`config.mk`:
```
export PLATFORM = sky130hd
export DESIGN_NAME = ct_had_serial_sm
export DESIGN_NICKNAME = d
export VERILOG_FILES = /design/src/rtl/ct_had_ser_pkg.sv /design/src/rtl/ct_had_ser_shreg.sv /design/src/rtl/ct_had_serial_sm.sv
export SDC_FILE = /design/constraint.sdc
export NUM_CORES = 1
export LEC_CHECK = 0
export BUFFER_PORTS_ARGS = -buffer_cell sky130_fd_sc_hd__buf_2
export CORE_ASPECT_RATIO = 2
export CORE_MARGIN = 2
export CORE_UTILIZATION = 55
export CTS_CLUSTER_SIZE = 24
export DETAILED_ROUTE_END_ITERATION = 6
export MAX_ROUTING_LAYER = met4
export PLACE_DENSITY = 0.86
export SLEW_MARGIN = 10
export SYNTH_ARGS = -nofsm -noshare
export SYNTH_HDL_FRONTEND = slang
export SYNTH_SLANG_ARGS = --single-unit
```
`constraint.sdc`:
```
create_clock -name ir_clk -period 4.3 [get_ports ir_clk]
set_input_delay 0.43 -clock ir_clk [delete_from_list [all_inputs] [get_ports ir_clk]]
set_output_delay 0.43 -clock ir_clk [all_outputs]
set_load 0.03 [all_outputs]
```
`src/rtl/ct_had_ser_pkg.sv`:
```
// Shared definitions for the HAD serial command engine: state encoding and field widths.
// Optional build macro HAD_SER_PARITY_EN adds odd-parity slots (see ct_had_serial_sm).
package ct_had_ser_pkg;

    localparam int HACR_W_DEF  = 16;
    localparam int DATA_W_DEF  = 64;
    localparam int CNT_W_DEF   = 7;
    localparam int HACR_RW_BIT = 15;

    typedef enum logic [2:0] {
        S_IDLE     = 3'd0,
        S_HACR     = 3'd1,
        S_UPD_H    = 3'd2,
        S_DECODE   = 3'd3,
        S_CAPTURE  = 3'd4,
        S_RD_SHIFT = 3'd5,
        S_WR_SHIFT = 3'd6,
        S_WR_UPD   = 3'd7
    } sm_state_e;

endpackage

```
`src/rtl/ct_had_ser_shreg.sv`:
```
// Data shift register for the HAD serial engine: parallel load, MSB shift-in (which is
// also the LSB shift-out path), HACR-field shift-in, and the frame bit counter.
module ct_had_ser_shreg #(
    parameter int HACR_W = 16,
    parameter int DATA_W = 64,
    parameter int CNT_W  = 7
) (
    input  logic              ir_clk,
    input  logic              cpurst_b,
    input  logic              clr,
    input  logic              load,
    input  logic [DATA_W-1:0] load_data,
    input  logic              shift_hacr,
    input  logic              shift_msb,
    input  logic              shift_in,
    input  logic              cnt_clr,
    input  logic              cnt_inc,
    output logic [DATA_W-1:0] data,
    output logic              lsb,
    output logic [CNT_W-1:0]  cnt,
    output logic              last_hacr,
    output logic              last_data
);

    logic [DATA_W-1:0] shreg;

    // NOTE: the shift register is reset explicitly because it drives serial_xx_data directly.
    always_ff @(posedge ir_clk or negedge cpurst_b) begin
        if (!cpurst_b) begin
            shreg <= '0;
            cnt   <= '0;
        end else begin
            if (clr)
                shreg <= '0;
            else if (load)
                shreg <= load_data;
            else if (shift_hacr)
                shreg[HACR_W-1:0] <= {shift_in, shreg[HACR_W-1:1]};
            else if (shift_msb)
                shreg <= {shift_in, shreg[DATA_W-1:1]};

            if (clr || cnt_clr)
                cnt <= '0;
            else if (cnt_inc)
                cnt <= cnt + CNT_W'(1);
        end
    end

    assign data      = shreg;
    assign lsb       = shreg[0];
    assign last_hacr = (cnt == CNT_W'(HACR_W - 1));
    assign last_data = (cnt == CNT_W'(DATA_W - 1));

endmodule

```
`src/rtl/ct_had_serial_sm.sv`:
```
// HAD serial command engine: shifts in a HACR command, then reads out or writes a data word.
// Define HAD_SER_PARITY_EN to add odd-parity slots after the HACR, write and read fields.
module ct_had_serial_sm
    import ct_had_ser_pkg::*;
#(
    parameter int HACR_W = HACR_W_DEF,
    parameter int DATA_W = DATA_W_DEF,
    parameter int CNT_W  = CNT_W_DEF
) (
    input  logic              ir_clk,
    input  logic              cpurst_b,
    input  logic              ser_vld,
    input  logic              ser_bit,
    input  logic              had_abort,
    input  logic              ir_sm_hacr_rw,
    input  logic [DATA_W-1:0] regs_serial_data,
    output logic              sm_ir_update_hacr,
    output logic [DATA_W-1:0] serial_xx_data,
    output logic              sm_regs_wr,
    output logic              ser_out_bit,
    output logic              ser_out_vld,
    output logic              sm_busy,
    output logic              sm_frame_err
);

    sm_state_e         state;
    logic              upd_q, wr_q;
    logic              clr, load, shift_hacr, shift_msb, sh_in, cnt_clr, cnt_inc;
    logic              lsb, last_hacr, last_data;
    logic [CNT_W-1:0]  cnt;
    logic [DATA_W-1:0] data;

`ifdef HAD_SER_PARITY_EN
    localparam logic [CNT_W-1:0] CNT_HACR_PAR = CNT_W'(HACR_W);
    localparam logic [CNT_W-1:0] CNT_DATA_PAR = CNT_W'(DATA_W);
    logic par_q;
    logic hacr_par_slot, data_par_slot;
    assign hacr_par_slot = (cnt == CNT_HACR_PAR);
    assign data_par_slot = (cnt == CNT_DATA_PAR);
`endif

    ct_had_ser_shreg #(
        .HACR_W(HACR_W),
        .DATA_W(DATA_W),
        .CNT_W (CNT_W)
    ) u_shreg (
        .ir_clk    (ir_clk),
        .cpurst_b  (cpurst_b),
        .clr       (clr),
        .load      (load),
        .load_data (regs_serial_data),
        .shift_hacr(shift_hacr),
        .shift_msb (shift_msb),
        .shift_in  (sh_in),
        .cnt_clr   (cnt_clr),
        .cnt_inc   (cnt_inc),
        .data      (data),
        .lsb       (lsb),
        .cnt       (cnt),
        .last_hacr (last_hacr),
        .last_data (last_data)
    );

    // NOTE: every control gets a default first so this block can never infer a latch.
    always_comb begin
        clr        = 1'b0;
        load       = 1'b0;
        shift_hacr = 1'b0;
        shift_msb  = 1'b0;
        sh_in      = ser_bit;
        cnt_clr    = 1'b0;
        cnt_inc    = 1'b0;
        if (had_abort) begin
            clr = 1'b1;
        end else begin
            case (state)
                S_IDLE:     clr = ser_vld && ser_bit;
                S_HACR: if (ser_vld) begin
`ifdef HAD_SER_PARITY_EN
                    if (!hacr_par_slot) begin
                        shift_hacr = 1'b1;
                        cnt_inc    = 1'b1;
                    end
`else
                    shift_hacr = 1'b1;
                    cnt_inc    = 1'b1;
`endif
                end
                S_DECODE:   clr = !ir_sm_hacr_rw;
                S_CAPTURE: begin
                    load    = 1'b1;
                    cnt_clr = 1'b1;
                end
                S_RD_SHIFT: if (ser_vld) begin
                    shift_msb = 1'b1;
                    sh_in     = 1'b0;
                    cnt_inc   = 1'b1;
                end
                S_WR_SHIFT: if (ser_vld) begin
`ifdef HAD_SER_PARITY_EN
                    if (!data_par_slot) begin
                        shift_msb = 1'b1;
                        cnt_inc   = 1'b1;
                    end
`else
                    shift_msb = 1'b1;
                    cnt_inc   = 1'b1;
`endif
                end
                default: ;
            endcase
        end
    end

    // NOTE: state and registered outputs use non-blocking assignments only.
    always_ff @(posedge ir_clk or negedge cpurst_b) begin
        if (!cpurst_b) begin
            state        <= S_IDLE;
            upd_q        <= 1'b0;
            wr_q         <= 1'b0;
            ser_out_vld  <= 1'b0;
            sm_busy      <= 1'b0;
            sm_frame_err <= 1'b0;
`ifdef HAD_SER_PARITY_EN
            par_q        <= 1'b0;
`endif
        end else begin
            upd_q <= 1'b0;
            wr_q  <= 1'b0;
            if (had_abort) begin
                state       <= S_IDLE;
                ser_out_vld <= 1'b0;
                sm_busy     <= 1'b0;
            end else begin
                case (state)
                    S_IDLE: if (ser_vld && ser_bit) begin
                        state        <= S_HACR;
                        sm_frame_err <= 1'b0;
                    end
                    S_HACR: if (ser_vld) begin
`ifdef HAD_SER_PARITY_EN
                        if (hacr_par_slot) begin
                            if (ser_bit == ~^data[HACR_W-1:0]) begin
                                state   <= S_UPD_H;
                                upd_q   <= 1'b1;
                                sm_busy <= 1'b1;
                            end else begin
                                state        <= S_IDLE;
                                sm_frame_err <= 1'b1;
                            end
                        end
`else
                        if (last_hacr) begin
                            state   <= S_UPD_H;
                            upd_q   <= 1'b1;
                            sm_busy <= 1'b1;
                        end
`endif
                    end
                    S_UPD_H: begin
                        state <= S_DECODE;
                        if (ser_vld) sm_frame_err <= 1'b1;
                    end
                    S_DECODE: begin
                        if (ir_sm_hacr_rw) begin
                            state <= S_CAPTURE;
                        end else begin
                            state   <= S_WR_SHIFT;
                            sm_busy <= 1'b0;
                        end
                        if (ser_vld) sm_frame_err <= 1'b1;
                    end
                    S_CAPTURE: begin
                        state       <= S_RD_SHIFT;
                        sm_busy     <= 1'b0;
                        ser_out_vld <= 1'b1;
`ifdef HAD_SER_PARITY_EN
                        par_q       <= ~^regs_serial_data;
`endif
                        if (ser_vld) sm_frame_err <= 1'b1;
                    end
                    S_RD_SHIFT: begin
`ifdef HAD_SER_PARITY_EN
                        if (ser_vld && data_par_slot) begin
`else
                        if (ser_vld && last_data) begin
`endif
                            state       <= S_IDLE;
                            ser_out_vld <= 1'b0;
                        end
                    end
                    S_WR_SHIFT: if (ser_vld) begin
`ifdef HAD_SER_PARITY_EN
                        if (data_par_slot) begin
                            if (ser_bit == ~^data) begin
                                state   <= S_WR_UPD;
                                wr_q    <= 1'b1;
                                sm_busy <= 1'b1;
                            end else begin
                                state        <= S_IDLE;
                                sm_frame_err <= 1'b1;
                            end
                        end
`else
                        if (last_data) begin
                            state   <= S_WR_UPD;
                            wr_q    <= 1'b1;
                            sm_busy <= 1'b1;
                        end
`endif
                    end
                    S_WR_UPD: begin
                        state   <= S_IDLE;
                        sm_busy <= 1'b0;
                        if (ser_vld) sm_frame_err <= 1'b1;
                    end
                    default: state <= S_IDLE;
                endcase
            end
        end
    end

    // Strobes are gated so an abort in UPD_H or WR_UPD cancels the pulse in that same cycle.
    assign sm_ir_update_hacr = upd_q & ~had_abort;
    assign sm_regs_wr        = wr_q & ~had_abort;
    assign serial_xx_data    = data;
`ifdef HAD_SER_PARITY_EN
    assign ser_out_bit = ser_out_vld & (data_par_slot ? par_q : lsb);
`else
    assign ser_out_bit = ser_out_vld & lsb;
`endif

endmodule

```
## Word level (Yosys, flattened, before mapping)

Index checks and enable logic that the tools add are counted.
Widths: inputs -> output; s select.

| storage, ports and cells | value |
|---|---|
| bits in registers | 79 |
| bits of input ports | 70 |
| output and inout bits | 70 |

| cells by class | value |
|---|---|
| add/sub/neg operators | 1 |
| equal/unequal tests | 19 |
| muxes and demuxes | 51 |
| bitwise logic cells | 4 |
| reductions and logical operators | 20 |

Operator list:

| cell | count |
|---|---|
| $mux 64 | 3 |
| $mux 48 | 1 |
| $mux 1 | 31 |
| $pmux 3 s8 | 1 |
| $mux 3 | 7 |
| $ne 3x3->1 const B | 7 |
| $mux 16 | 1 |
| $mux 7 | 2 |
| $eq 3x3->1 const B | 4 |
| $reduce_and 6->1 | 2 |
| $add 7x1->7 const B | 1 |
| $eq 7x4->1 const B | 1 |
| $eq 7x6->1 const B | 1 |
| $eq 3x2->1 const B | 2 |
| $pmux 1 s2 | 3 |
| $reduce_bool 3->1 | 2 |
| $reduce_bool 5->1 | 1 |
| $pmux 1 s4 | 1 |
| $reduce_and 2->1 | 2 |
| $reduce_and 4->1 | 1 |
| $reduce_bool 2->1 | 2 |
| $reduce_bool 4->1 | 1 |
| $reduce_or 2->1 | 2 |
| $reduce_or 4->1 | 1 |
| 12 further kinds | 15 |

## Longest topological paths before layout

| depth | value |
|---|---|
| depth after elaboration | 8 |
| depth in mapped cells | 9 |

## By module

From an unflattened synthesis, not the netlist that was laid out.

| unflattened totals | value |
|---|---|
| cells, all modules | 381 |
| area, all modules | 4,324.1 sq um |

By module, submodules not included:

| module | instances | cells an instance | area an instance (sq um) | seq. area each (sq um) |
|---|---|---|---|---|
| ct_had_ser_shreg | 1 | 318 | 3,771.1 | 1,776.7 |
| ct_had_serial_sm | 1 | 63 | 553.0 | 200.2 |

## Least setup slack after synthesis

Ideal clock, no wire load.

| path | value |
|---|---|
| path type | input port to flip-flop |
| start | in ser_vld |
| end | reg u_shreg.shreg[15], in the netlist u_shreg.data[15] |
| setup time | 0.110 ns |
| arrival | 1.581 ns |
| required time | 4.190 ns |
| slack | 2.609 ns |
| stages | 7 |
| cell sequence | buf_4 a21oi_2 mux2i_2 a211oi_4 buf_4 nand2_1 o41ai_1 |

| on the way | value |
|---|---|
| word-level cells in the longest chain between the ends | 6 |
| elaborated cells between the ends (all ways) | 15 |

RTL lines:

| item | RTL line | text |
|---|---|---|
| start, declared | ct_had_serial_sm.sv:12 | `input logic ser_vld,` |
| $mux 1, on equally long branches | ct_had_serial_sm.sv:94, ct_had_serial_sm.sv:78, ct_had_serial_sm.sv:99 |  |
| $mux 1 | ct_had_serial_sm.sv:76 | `case (state)` |
| $mux 1 | ct_had_serial_sm.sv:73 | `if (had_abort) begin` |
| $mux 16 | ct_had_ser_shreg.sv:37 | `else if (shift_hacr)` |
| $mux 64 | ct_had_ser_shreg.sv:35 | `else if (load)` |
| $mux 64 | ct_had_ser_shreg.sv:33 | `if (clr)` |
| end signal, assigned | ct_had_ser_shreg.sv:36 | `shreg <= load_data;` |
| end signal, assigned by index | ct_had_ser_shreg.sv:38 | `shreg[HACR_W-1:0] <= {shift_in, shreg[HACR_W-1:1]};` |
| end signal, assigned | ct_had_ser_shreg.sv:40 | `shreg <= {shift_in, shreg[DATA_W-1:1]};` |
| end, declared | ct_had_ser_shreg.sv:25 | `logic [DATA_W-1:0] shreg;` |

Several ways; a longest one is shown, not always the timed one.
A chain may end at the register's enable or synchronous reset.

## Worst setup path in the final report

| path | value |
|---|---|
| start | reg state[2] |
| end | reg u_shreg.shreg[21], in the netlist u_shreg.data[21] |

| on the way | value |
|---|---|
| word-level cells in the longest chain between the ends | 6 |
| elaborated cells between the ends (all ways) | 20 |

RTL lines:

| item | RTL line | text |
|---|---|---|
| start, declared | ct_had_serial_sm.sv:26 | `sm_state_e state;` |
| start signal, assigned | ct_had_serial_sm.sv:118 | `state <= S_IDLE;` |
| start signal, assigned | ct_had_serial_sm.sv:131 | `state <= S_IDLE;` |
| start signal, assigned | ct_had_serial_sm.sv:137 | `state <= S_HACR;` |
| $eq 3x3->1 | ct_had_serial_sm.sv:76 |  |
| $reduce_or 2->1 (no source line) | n/a |  |
| $mux 1 | n/a |  |
| $mux 1 | ct_had_serial_sm.sv:73 |  |
| $reduce_bool 3->1 (no source line) | n/a |  |
| $reduce_and 2->1 (no source line) | n/a |  |

Several ways; a longest one is shown, not always the timed one.

==> out/metrics.cfg <==
[yosys]
synth_ff_type=dfrtp_1
netlist_area_mm2=0.00419
yosysSeqAreaShare_pct=47.1
ys_types=54
syn_inst=401
synth_edf_count=0
async_flop_share_pct=100
avgSynthCellArea_um2=10.5
synth_nets=472
yosysWarnings=0
ys_ff_latch=79

[clock_network]
cts-root-buf=clkbuf_16
clock-sinks=79
cts_resized=0
postCtsHoldBufs=0
htree_levels=3
insertion_delay_ns=0.33
cts_tree=yes
cts_setup_buffers=0
clkSlewWorstSetupHoldPaths_ns=0.06
cts_buffers=9
clockBufferDepth=2

[setup_path]
path_cells=nand3b_1 > o21ai_2 > a41o_2 > buf_4 > o31ai_1
crit_type=register to register
end_kind=register
worstPathArrival_ns=2.83
slowest_delay_ns=0.76
worstPathRequired_ns=4.49
startpoint_type=register
crit_slowest_cell=a41o_2
crit_fanout=47

[power_and_ir_drop]
p_int_w=0.00139
switchingPower_w=0.000724
irDropWorstVdd_uv=330
power.share.switching_pct=34.2
p_clk_share_pct=34.5
leakagePower_nw=2.89
p_per_area_mw_per_mm2=410
pwr-share-seq_pct=40.1
pwr-share-comb_pct=25.4

[worst_hold_path]
hold_class=input port to async pin

[timing]
finalClockSkew_ns=0.00688
relSlewSlack_pct=34.2
hold_violations=0
post-route-period-util_pct=61.3
worst_pin_slew_ns=0.987
post-route-min-period_ns=2.64
slew_violations=0
grt_setup_unrepaired=false
clock.fmax_mhz=379
setup_viol=0
setup_tns_ns=0
postLayoutSetupSlackWorst_ns=1.66

[global_routing]
grt_overflow_total=0
grt_use_total_pct=24.4
grt_pass1_vias=3278
grt_max_degree=80
antenna_found_initial=0
grt_pass1_wl_mm=15.6

[die]
core_area_mm2=0.00749
io-pin-count=140
start_util_pct=56.0
dieArea_mm2=0.00838
row_count=45
die_w_um=65.7
fp.dieH_um=127

[route]
drt_iter0_drc=371
routed_via_density=5.70
via_count=3542
post-route-drc-count=0
dr.pass1.iters=6
wire_per_inst_um=15.3
wl_mm=9.49
antenna_left=0

[final_layout]
post-route-util_pct=68.9
drive_gt1_share_pct=34.5
postLayoutCellArea_mm2=0.00516
area_growth_pct=23.0
final_cell_mix=138 x buf_2, 79 x dfrtp_1, 75 x nand2_1
layout_commonest_cell=buf_2
num-nets-final=593
instances_no_fill=621
antenna_cells=0
fillers=576

[place]
placedCellCount=605
gp_congestion=0.934
place_area_mm2=0.00486
placement.io_buffers=139
dpl.hpwl_mm=6.45
dp_slack_ns=1.69

[outcome]
status=completed

[job]
maxCapViolCount=0

==> registers in the layout (all words and copies together) (netlist names) <==
| signal | cells |
|---|---|
| u_shreg.data | 64 |
| u_shreg.cnt | 7 |
| state | 3 |
| ser_out_vld | 1 |
| sm_busy | 1 |
| sm_frame_err | 1 |
| upd_q | 1 |
| wr_q | 1 |
==> logic make-up after synthesis <==
kind of cell	count (synthesis)	synth area share, %
simple gates	118	12.6
compound gates	96	18.7
flops	79	47.1
mux	64	15.4
buf+inv	40	5.22
xor+xnor	3	0.627
fa+ha+maj	1	0.298
==> cell type report <==
cell class	instances	area (µm²)	share of cell area, %
multi-input combinational	282	2010	39.0
sequential	79	1980	38.3
timing repair buffer	144	736	14.3
clock buffer	12	267	5.17
tap	94	118	2.28
clock inverter	4	27.5	0.534
inverter	6	22.5	0.437
==> layer usage <==
metal	global-route usage, %	vias to the layer above	part of all wire, %
met4	7.97	0	1.1
met1	33.9	1672	45
li1	-	1707	-
met5	-	-	0
met3	4.67	10	7.1
met2	36.2	153	47
==> power by group through the flow <==
stage               Sequential (W)  Combinational [W]  Clock [W]
finish                    0.000848           0.000537   0.000730
global route              0.000855           0.000591   0.000781
floorplan                 0.000895           0.000376          0
global placement          0.000857           0.000531          0
CTS                       0.000846           0.000538   0.000749
detailed placement        0.000859           0.000536          0
==> final timing paths <==
kind                                 startpoint  slack [ns]  cells past startpoint          endpoint
max                                    state[2]        1.66                      5  u_shreg.data[21]
min                                    cpurst_b        0.25                      1  u_shreg.data[45]
max reg2reg                            state[2]        1.66                      5  u_shreg.data[21]
min reg2reg                    u_shreg.data[59]        0.50                      2  u_shreg.data[59]
max in group asynchronous              cpurst_b        3.40                      1  u_shreg.data[15]
min in group ir_clk        regs_serial_data[40]        0.42                      3  u_shreg.data[40]
==> critical path: cells and delay by family, from the launching register on <==
kind                   cells  cell delay (ns)
flip-flops                 1             0.56
AND/OR/NAND/NOR            1             0.31
buffers and inverters      1             0.39
AO/OA/AOI/OAI              3             1.19
==> per-stage QoR <==
stage,hold slack [ns],total power (W)
floorplan,0.134,0.00127
global placement,0.479,0.00139
detailed placement,0.491,0.00140
CTS,0.286,0.00213
global route,0.341,0.00223
finish,0.251,0.00211
==> synth_stat cells (3+ instances only) <==
cell,n,area (µm²)
a21oi_1,7,35.0
buf_2,19,95.1
buf_4,8,60.1
clkbuf_1,4,15.0
dfrtp_1,79,1980
inv_1,4,15.0
mux2i_1,62,621
nand2_1,75,282
nand3_1,4,20.0
nand3b_1,3,22.5
nor2_1,15,56.3
nor3_1,3,15.0
nor4_1,3,18.8
o21ai_0,4,20.0
o31ai_1,53,398
o31ai_2,10,125
Power figures use the tool's default switching activity.
